File: src/rtl/demux_frame_serializer.sv
// demux_frame_serializer: valid/ready frames (s_addr,s_data) -> MSB-first serial demux_in on lane demux_sel, with bit_valid/frame_done/busy status
module demux_frame_serializer #(
  parameter int DATA_W = 8,
  parameter int GAP_CYCLES = 1
) (
  input  logic              clk,
  input  logic              rst_n,
  input  logic              s_valid,
  input  logic [2:0]        s_addr,
  input  logic [DATA_W-1:0] s_data,
  output logic              s_ready,
  output logic              demux_in,
  output logic [2:0]        demux_sel,
  output logic              bit_valid,
  output logic              frame_done,
  output logic              busy
);
  localparam int CW = DATA_W > 1 ? $clog2(DATA_W) : 1;
  localparam logic [1:0] IDLE = 2'd0, SHIFT = 2'd1, GAP = 2'd2;
  localparam logic [CW-1:0] CNT_INIT = CW'(DATA_W - 1);
  localparam logic [3:0] GAP_INIT = 4'(GAP_CYCLES > 0 ? GAP_CYCLES - 1 : 0);
  logic [1:0] state_q, state_d;
  logic [CW-1:0] cnt_q, cnt_d;
  logic [3:0] gap_q, gap_d;
  logic [2:0] addr_q, addr_d, sel_q;
  logic [DATA_W-1:0] data_q, data_d;
  logic in_q, valid_q, done_q;
  assign s_ready = rst_n && state_q == IDLE;
  assign busy = rst_n && state_q != IDLE;
  assign demux_in = in_q;
  assign demux_sel = sel_q;
  assign bit_valid = valid_q;
  assign frame_done = done_q;
  always_comb begin
    state_d = state_q;
    cnt_d = cnt_q;
    gap_d = gap_q;
    addr_d = addr_q;
    data_d = data_q;
    if (state_q == IDLE && s_valid && s_ready) begin
      state_d = SHIFT;
      cnt_d = CNT_INIT;
      addr_d = s_addr;
      data_d = s_data;
    end else if (state_q == SHIFT) begin
      cnt_d = cnt_q == '0 ? '0 : cnt_q - 1'b1;
      gap_d = cnt_q == '0 ? GAP_INIT : gap_q;
      state_d = cnt_q != '0 ? SHIFT : GAP_CYCLES > 0 ? GAP : IDLE;
    end else if (state_q == GAP) begin
      gap_d = gap_q == '0 ? '0 : gap_q - 1'b1;
      state_d = gap_q == '0 ? IDLE : GAP;
    end
  end
  always_ff @(posedge clk) begin
    if (!rst_n) begin
      state_q <= IDLE;
      cnt_q <= '0;
      gap_q <= '0;
      addr_q <= '0;
      data_q <= '0;
      in_q <= 1'b0;
      sel_q <= '0;
      valid_q <= 1'b0;
      done_q <= 1'b0;
    end else begin
      state_q <= state_d;
      cnt_q <= cnt_d;
      gap_q <= gap_d;
      addr_q <= addr_d;
      data_q <= data_d;
      in_q <= state_d == SHIFT && data_d[cnt_d];
      sel_q <= state_d == SHIFT ? addr_d : sel_q;
      valid_q <= state_d == SHIFT;
      done_q <= state_q != IDLE && state_d == IDLE;
    end
  end
endmodule

File: config.mk
export PLATFORM = sky130hd
export DESIGN_NAME = demux_frame_serializer
export DESIGN_NICKNAME = d
export VERILOG_FILES = /design/src/rtl/demux_frame_serializer.sv
export SDC_FILE = /design/constraint.sdc
export NUM_CORES = 1
export LEC_CHECK = 0
export BUFFER_PORTS_ARGS = -buffer_cell sky130_fd_sc_hd__buf_4
export CORE_MARGIN = 2
export CORE_UTILIZATION = 40
export CTS_CLUSTER_SIZE = 8
export DETAILED_ROUTE_END_ITERATION = 7
export SLEW_MARGIN = 20
export SYNTH_ARGS = -nofsm -noshare
export SYNTH_HDL_FRONTEND = slang
export SYNTH_SLANG_ARGS = --single-unit
File: constraint.sdc
create_clock -name clk -period 3.8 [get_ports clk]
set_clock_uncertainty 0.1 [all_clocks]
set_input_delay 0.76 -clock clk [delete_from_list [all_inputs] [get_ports clk]]
set_output_delay 0.76 -clock clk [all_outputs]
set_load 0.02 [all_outputs]
==> results of run 1 <==
final cells by class:
| type | count | area [um^2] |
|---|---|---|
| tap | 44 | 55.1 |
| fill | 331 | 1550 |
| inverter | 8 | 30.0 |
| clock buffer | 4 | 36.3 |
| sequential | 26 | 520 |
| timing repair buffer | 22 | 165 |
| multi-input combinational | 103 | 697 |
cells in the mapped netlist, drive strengths merged:
library cell / count
a2111oi: 1
a211o: 1
a211oi: 6
a21oi: 11
a31oi: 1
and2: 2
and3: 3
buf: 1
clkbuf: 5
dfxtp: 26
ha: 7
inv: 8
mux2: 2
mux2i: 8
nand2: 21
nand2b: 3
nand3: 3
nor2: 19
nor2b: 1
nor3: 1
nor3b: 2
nor4: 2
o211ai: 1
o21ai: 2
o221ai: 1
o311a: 1
or4: 1
xnor2: 2
xor2: 1
per-layer routing:
| metal | share of wire, % | track usage [%] | wire (um) |
|---|---|---|---|
| met2 | 50 | 24.6 | 1220 |
| met5 | 0 | 0 | 0 |
| met1 | 46 | 20.7 | 1120 |
| met3 | 4.0 | 2.56 | 97 |
| met4 | 0.61 | 6.52 | 15 |
flip-flops by register name, indices dropped and copies added (netlist names):
register    flops
data_q          8
gap_q           4
addr_q          3
cnt_q           3
demux_sel       3
state_q         2
bit_valid       1
demux_in        1
frame_done      1
kinds of logic after synthesis:
logic type | Yosys count
AND/OR/NAND/NOR | 58
flip-flops | 26
AO/OA/AOI/OAI | 25
buffers and inverters | 14
multiplexers | 10
adder cells (fa/ha/maj) | 7
XOR/XNOR | 3
critical path, delay by kind of cell:
kind | cells | cell delay (ps)
simple gates | 1 | 110
buf+inv | 3 | 790
power by group:
group / switching (mW) / internal (mW) / total (mW)
logic: 0.204 / 0.165 / 0.369
registers: 0.0383 / 0.327 / 0.365
clock network: 0.0815 / 0.0586 / 0.140
total: 0.324 / 0.550 / 0.874
stage by stage:
| step | power [mW] | hold slack (ps) | instances | instance area [um^2] |
|---|---|---|---|---|
| final | 0.874 | 369 | 207 | 1500 |
| after global routing | 0.943 | 388 | 207 | 1500 |
| after CTS | 0.885 | 369 | 207 | 1500 |
| after detailed placement | 0.741 | 349 | 203 | 1470 |
| after global placement | 0.730 | 349 | 203 | 1470 |
| after floorplan | 0.647 | 333 | 143 | 1290 |
worst paths after layout:
kind,from,to,slack [ps],cells after the start
max,rst_n,busy,1280,4
min,data_q[2],data_q[2],370,2
max reg2reg,state_q[1],demux_in,1630,7
min reg2reg,data_q[2],data_q[2],370,2
==> metrics.md, run 1 <==
| Metric | Value |
|---|---|
| Util after Layout | approximately 50% |
| Data arrival, critical path | roughly 1700 ps |
| Post-route clock period utilization | about 66% |
| Vias in the first global route | 912 |
| Place WS | 1270 ps |
| Skew-Pair Late Insertion Delay | 320 ps |
| Global-route wire length before repair | about 4200 um |
| Post-synth top area cell | dfxtp_1 |
| Die Area | approximately 0.0037 mm^2 |
| Yosys warnings | 0 |
| Delay of the slowest critical-path stage | about 460 ps |
| Fin worst setup slack | between 1000 and 1500 ps |
| Post-CTS Setup Bufs | 0 |
| Vias/cell | about 5 |
| Critical Path RT | 2940 ps |
| Main combinational cell family by area after synthesis | simple AND/OR/NAND/NOR gates |
| GRT Util Overall | between 10% and 20% |
| Compound-Gate Fraction of Synth Area | between 10 and 15% |
| RSZ-0062 raised after global routing | no |
| H-tree depth | 1 |
| Synth Area per Inst | approximately 9.0 um^2 |
| PD cells | around 580 mW/mm^2 |
| Yosys reg bits | 26 |
| Num ports | 22 |
| TritonCTS clock tree | done |
| CTS resizes | 0 |
| Relative slew slack | about 59% |
| Fraction of layout cells with a size suffix above 1 | a little under a quarter |
| Max VDD drop | 0.267 mV |
| Post-route ant nets | 0 |
| Die Span Y | between 60 and 70 um |
| Final setup viols | 0 |
| DR WL/cell | 11.8 um |
| Worst setup path class | in -> out |
| Min-Delay Path Class | reg -> reg |
| Adder-cell share of the synthesized area | under 10% |
| Core footprint | 0.00305 mm^2 |
| Startpoint class of the critical path | input port |
| Final Max Tran Viols | 0 |
| Crit path top cell by count | buf_4 |
| Area delta synth->final | 16.5% |
| Worst-path clk slew | between 100 and 150 ps |
| DRC Markers | 0 |
| WL final | ~2500 um |
| Fmax | 398 MHz |
| Root buf cell | clkbuf_4 |
| Register area share after synthesis | 40.3% |
| Longest Clk Path Bufs | 2 |
| Starting density of the core | 42.3% |
| Die X | 60.8 um |
| CTS Hold Bufs | 0 |
| Most common cell after layout, fill and taps aside | dfxtp_1 |
| Initial drt markers | 26 |
| Max-Cap Viols | 0 |
| Total gr overflow | 0 |
| Slowest cell on the critical path | inv_1 |
| Clk sink count | 26 |
| Simple-gate portion of the synthesized area | roughly 23% |
| Worst path cell trace | buf_4 > inv_1 > nor2_1 > buf_4 |
| Multiplexer share of the synthesized area | about 7.9% |
| Mapped Area | 0.00129 mm^2 |
| Synth cell types | 34 |
| Largest net degree at the start of global routing | 22 |
| Row count | 20 |
| Synth Area in XOR/XNOR | 2.03% |
| Outcome | complete, no violations |
| Placer Congestion | slightly below 0.7 |
| Synth top area cells | dfxtp_1 (40%), ha_1 (6.8%), mux2i_1 (6.2%) |
| CP endpoint kind | output port |
| Syn Nets | 164 |
| Num CTS Buffers | 3 |
| Count of input and output buffers | 21 |
| Vias | roughly 1,000 |
| Final Hold Vio Count | 0 |
| Static Leakage | 0.653 nW |
| Worst Path Max Fanout | 21 |
| Final TNS setup | 0 ps |
| DPL Wire Length | between 1500 and 2000 um |
| Syn Inst Count | about 140 |
| Most frequent cells in the layout | dfxtp_1 (26), buf_4 (22), nand2_1 (21), nor2_1 (19), a21oi_1 (11) |
| Top-area cell type share of the netlist area | about 40% |
| N_diodes | 0 |
| Final min period | roughly 2500 ps |
| Initial antenna violation count | 0 |
| Slew @ Worst Pin | a little over 600 ps |
| Drt first pass iters | 5 |
| Count of nets after finishing | about 190 |
(Power assumes the default switching activity.)
==> run 2, diff against run 1 <==
clock period = 2.1 ns   (was 3.8 ns; I/O delays follow)
==> run 2 against run 1 <==
Net effect:
- critical path depth increased by 3
- via count increased by 4.1%
- cell count increased by 2.4%
- hold slack got worse by 140 ps
- sequential share of layout area decreased by 1.3 points
- global-route usage increased by 1.2 points
- wire length increased by 13%
- sequential cell count unchanged
- power increased by 95%
- non-clock buffer count increased by 5
- utilization increased by 2.0 points
- clock power increased by 150%
- highest routed layer unchanged
==> metrics.md, run 2 (synthesized netlist as in run 1, its figures left out) <==
| Metric | Value |
|---|---|
| Outcome | complete, no violations |
| Regs by FF count | data_q: 8 flops, gap_q: 4 flops |
| Design Area, Final | about 0.0016 mm^2 |
| Data arrival, critical path | about 2100 ps |
| Final Hold Vio Count | 0 |
| Vias in the first global route | between 1,000 and 1,500 |
| DPL Wire Length | around 2000 um |
| Drt first pass iters | 4 |
| Skew-Pair Late Insertion Delay | roughly 320 ps |
| CP endpoint kind | register |
| Clk pwr share | ~20% |
| Row count | 20 |
| Relative slew slack | between 70% and 80% |
| Most frequent cells in the layout | buf_4 (27), dfxtp_1 (25), nand2_1 (21), nor2_1 (19), a21oi_1 (11) |
| Startpoint class of the critical path | register |
| Fmax | between 500 and 600 MHz |
| Crit path buf inv count | 1 |
| Critical Path RT | between 2000 and 2500 ps |
| Hold Slack | ~230 ps |
| Final min period | 1960 ps |
| Starting density of the core | a little over two fifths |
| Vias/cell | a little over 5 |
| PD cells | 1090 mW/mm^2 |
| Worst-path clk slew | ~150 ps |
| Count of nets after finishing | between 150 and 200 |
| Min-Delay Path Class | in -> reg |
| Most common cell after layout, fill and taps aside | buf_4 |
| Placed inst area | around 0.0015 mm^2 |
| Seq pwr share | between 30% and 40% |
| Die Area | between 0.003 and 0.004 mm^2 |
| Area delta synth->final | 21.2% |
| DRC Markers | 0 |
| Post-CTS Setup Bufs | 0 |
| Slowest cell on the critical path | dfxtp_2 |
| Power, Total | 1.71 mW |
| TritonCTS clock tree | done |
| Worst Path Max Fanout | 4 |
| Die X | ~60 um |
| Core footprint | 0.00305 mm^2 |
| Delay of the slowest critical-path stage | ~410 ps |
| Post-route insts no fill | between 200 and 250 |
| Count of input and output buffers | 21 |
| Post-route clock period utilization | 93.2% |
| RSZ-0062 raised after global routing | no |
| CTS resizes | 0 |
| Slew @ Worst Pin | between 400 and 500 ps |
| Final Max Tran Viols | 0 |
| CP top delay family | multiplexers |
| Register name with the most flops | data_q |
| Global-route wire length before repair | about 4500 um |
| Max-Cap Viols | 0 |
| WL final | 2760 um |
| Die Span Y | 60.8 um |
| Num ports | 22 |
| Comb power frac | a little over 40% |
| Max VDD drop | around 0.60 mV |
| Clk sink count | 26 |
| Psw | approximately 600 uW |
| Fraction of layout cells with a size suffix above 1 | a little over a quarter |
| Root buf cell | clkbuf_4 |
| Sw frac | approximately 35% |
| DR WL/cell | ~13 um |
| N_diodes | 0 |
| Num CTS Buffers | 3 |
| Longest Clk Path Bufs | 2 |
| Internal | around 1.1 mW |
| Largest net degree at the start of global routing | 21 |
| Total gr overflow | 0 |
| Worst setup path class | reg -> reg |
| Flop2flop setup slack | about 140 ps |
| Initial drt markers | 27 |
| Worst path cell trace | inv_1 > ha_1 > nand2b_4 > mux2i_2 > mux2_2 > nor3b_1 > nor4_2 |
| Max reg flops | 8 |
| Placer Congestion | 0.747 |
| DP Cell Count | between 200 and 250 |
| CTS Hold Bufs | 0 |
| Static Leakage | 0.679 nW |
| Final TNS setup | 0 ps |
| Initial antenna violation count | 0 |
| Post-route ant nets | 0 |
| Vias | around 1,100 |
| H-tree depth | 1 |
| GRT Util Overall | between 10% and 20% |
| Final setup viols | 0 |
-- run 2: cell types whose count changed in the layout (fill, tap and decap cells not counted), sizes merged --
cell,before,now
clkbuf,4,3
bufinv,0,1
buf,22,27
-- run 2: per-layer routing --
layer	part of all wire, %	wire [um]	global-route usage (%)	vias to the layer above
met5	0	0	0	-
met4	0.76	21	6.52	0
met3	2.1	59	1.92	2
met2	50	1370	27.6	14
met1	47	1310	22.1	512
li1	-	-	-	539
-- run 2: cell type report --
type | count | area (um^2)
Clock buffer | 3 | 22.5
Clock inverter | 1 | 30.0
Fill cell | 302 | 1490
Inverter | 8 | 30.0
Multi-Input combinational cell | 103 | 703
Sequential cell | 26 | 522
Tap cell | 44 | 55.1
Timing Repair Buffer | 27 | 203
-- run 2: worst min-delay path, stage by stage --
cell	delay, ps
buf_4	110
nand2_1	40
a21oi_1	50
-- run 2: final timing paths --
path / cells after the start / start / to
setup / recovery: 7 / cnt_q[2] / demux_in
hold / removal: 3 / s_data[3] / data_q[3]
setup reg to reg: 7 / cnt_q[2] / demux_in
hold reg to reg: 2 / data_q[2] / data_q[2]
-- run 2: power groups by stage --
stage	clock network [mW]	registers, mW	logic (mW)
floorplan	0	0.693	0.477
global placement	0	0.665	0.671
detailed placement	0	0.668	0.694
CTS	0.356	0.658	0.699
global route	0.375	0.672	0.793
finish	0.346	0.657	0.705
-- run 2: stage by stage --
| stage | setup slack [ps] | util (%) |
|---|---|---|
| global route | 14.8 | 51.3 |
| global placement | 165 | 49.3 |
| detailed placement | 13.4 | 49.3 |
| finish | 143 | 51.3 |
| CTS | 0.0446 | 51.0 |
| floorplan | 190 | - |
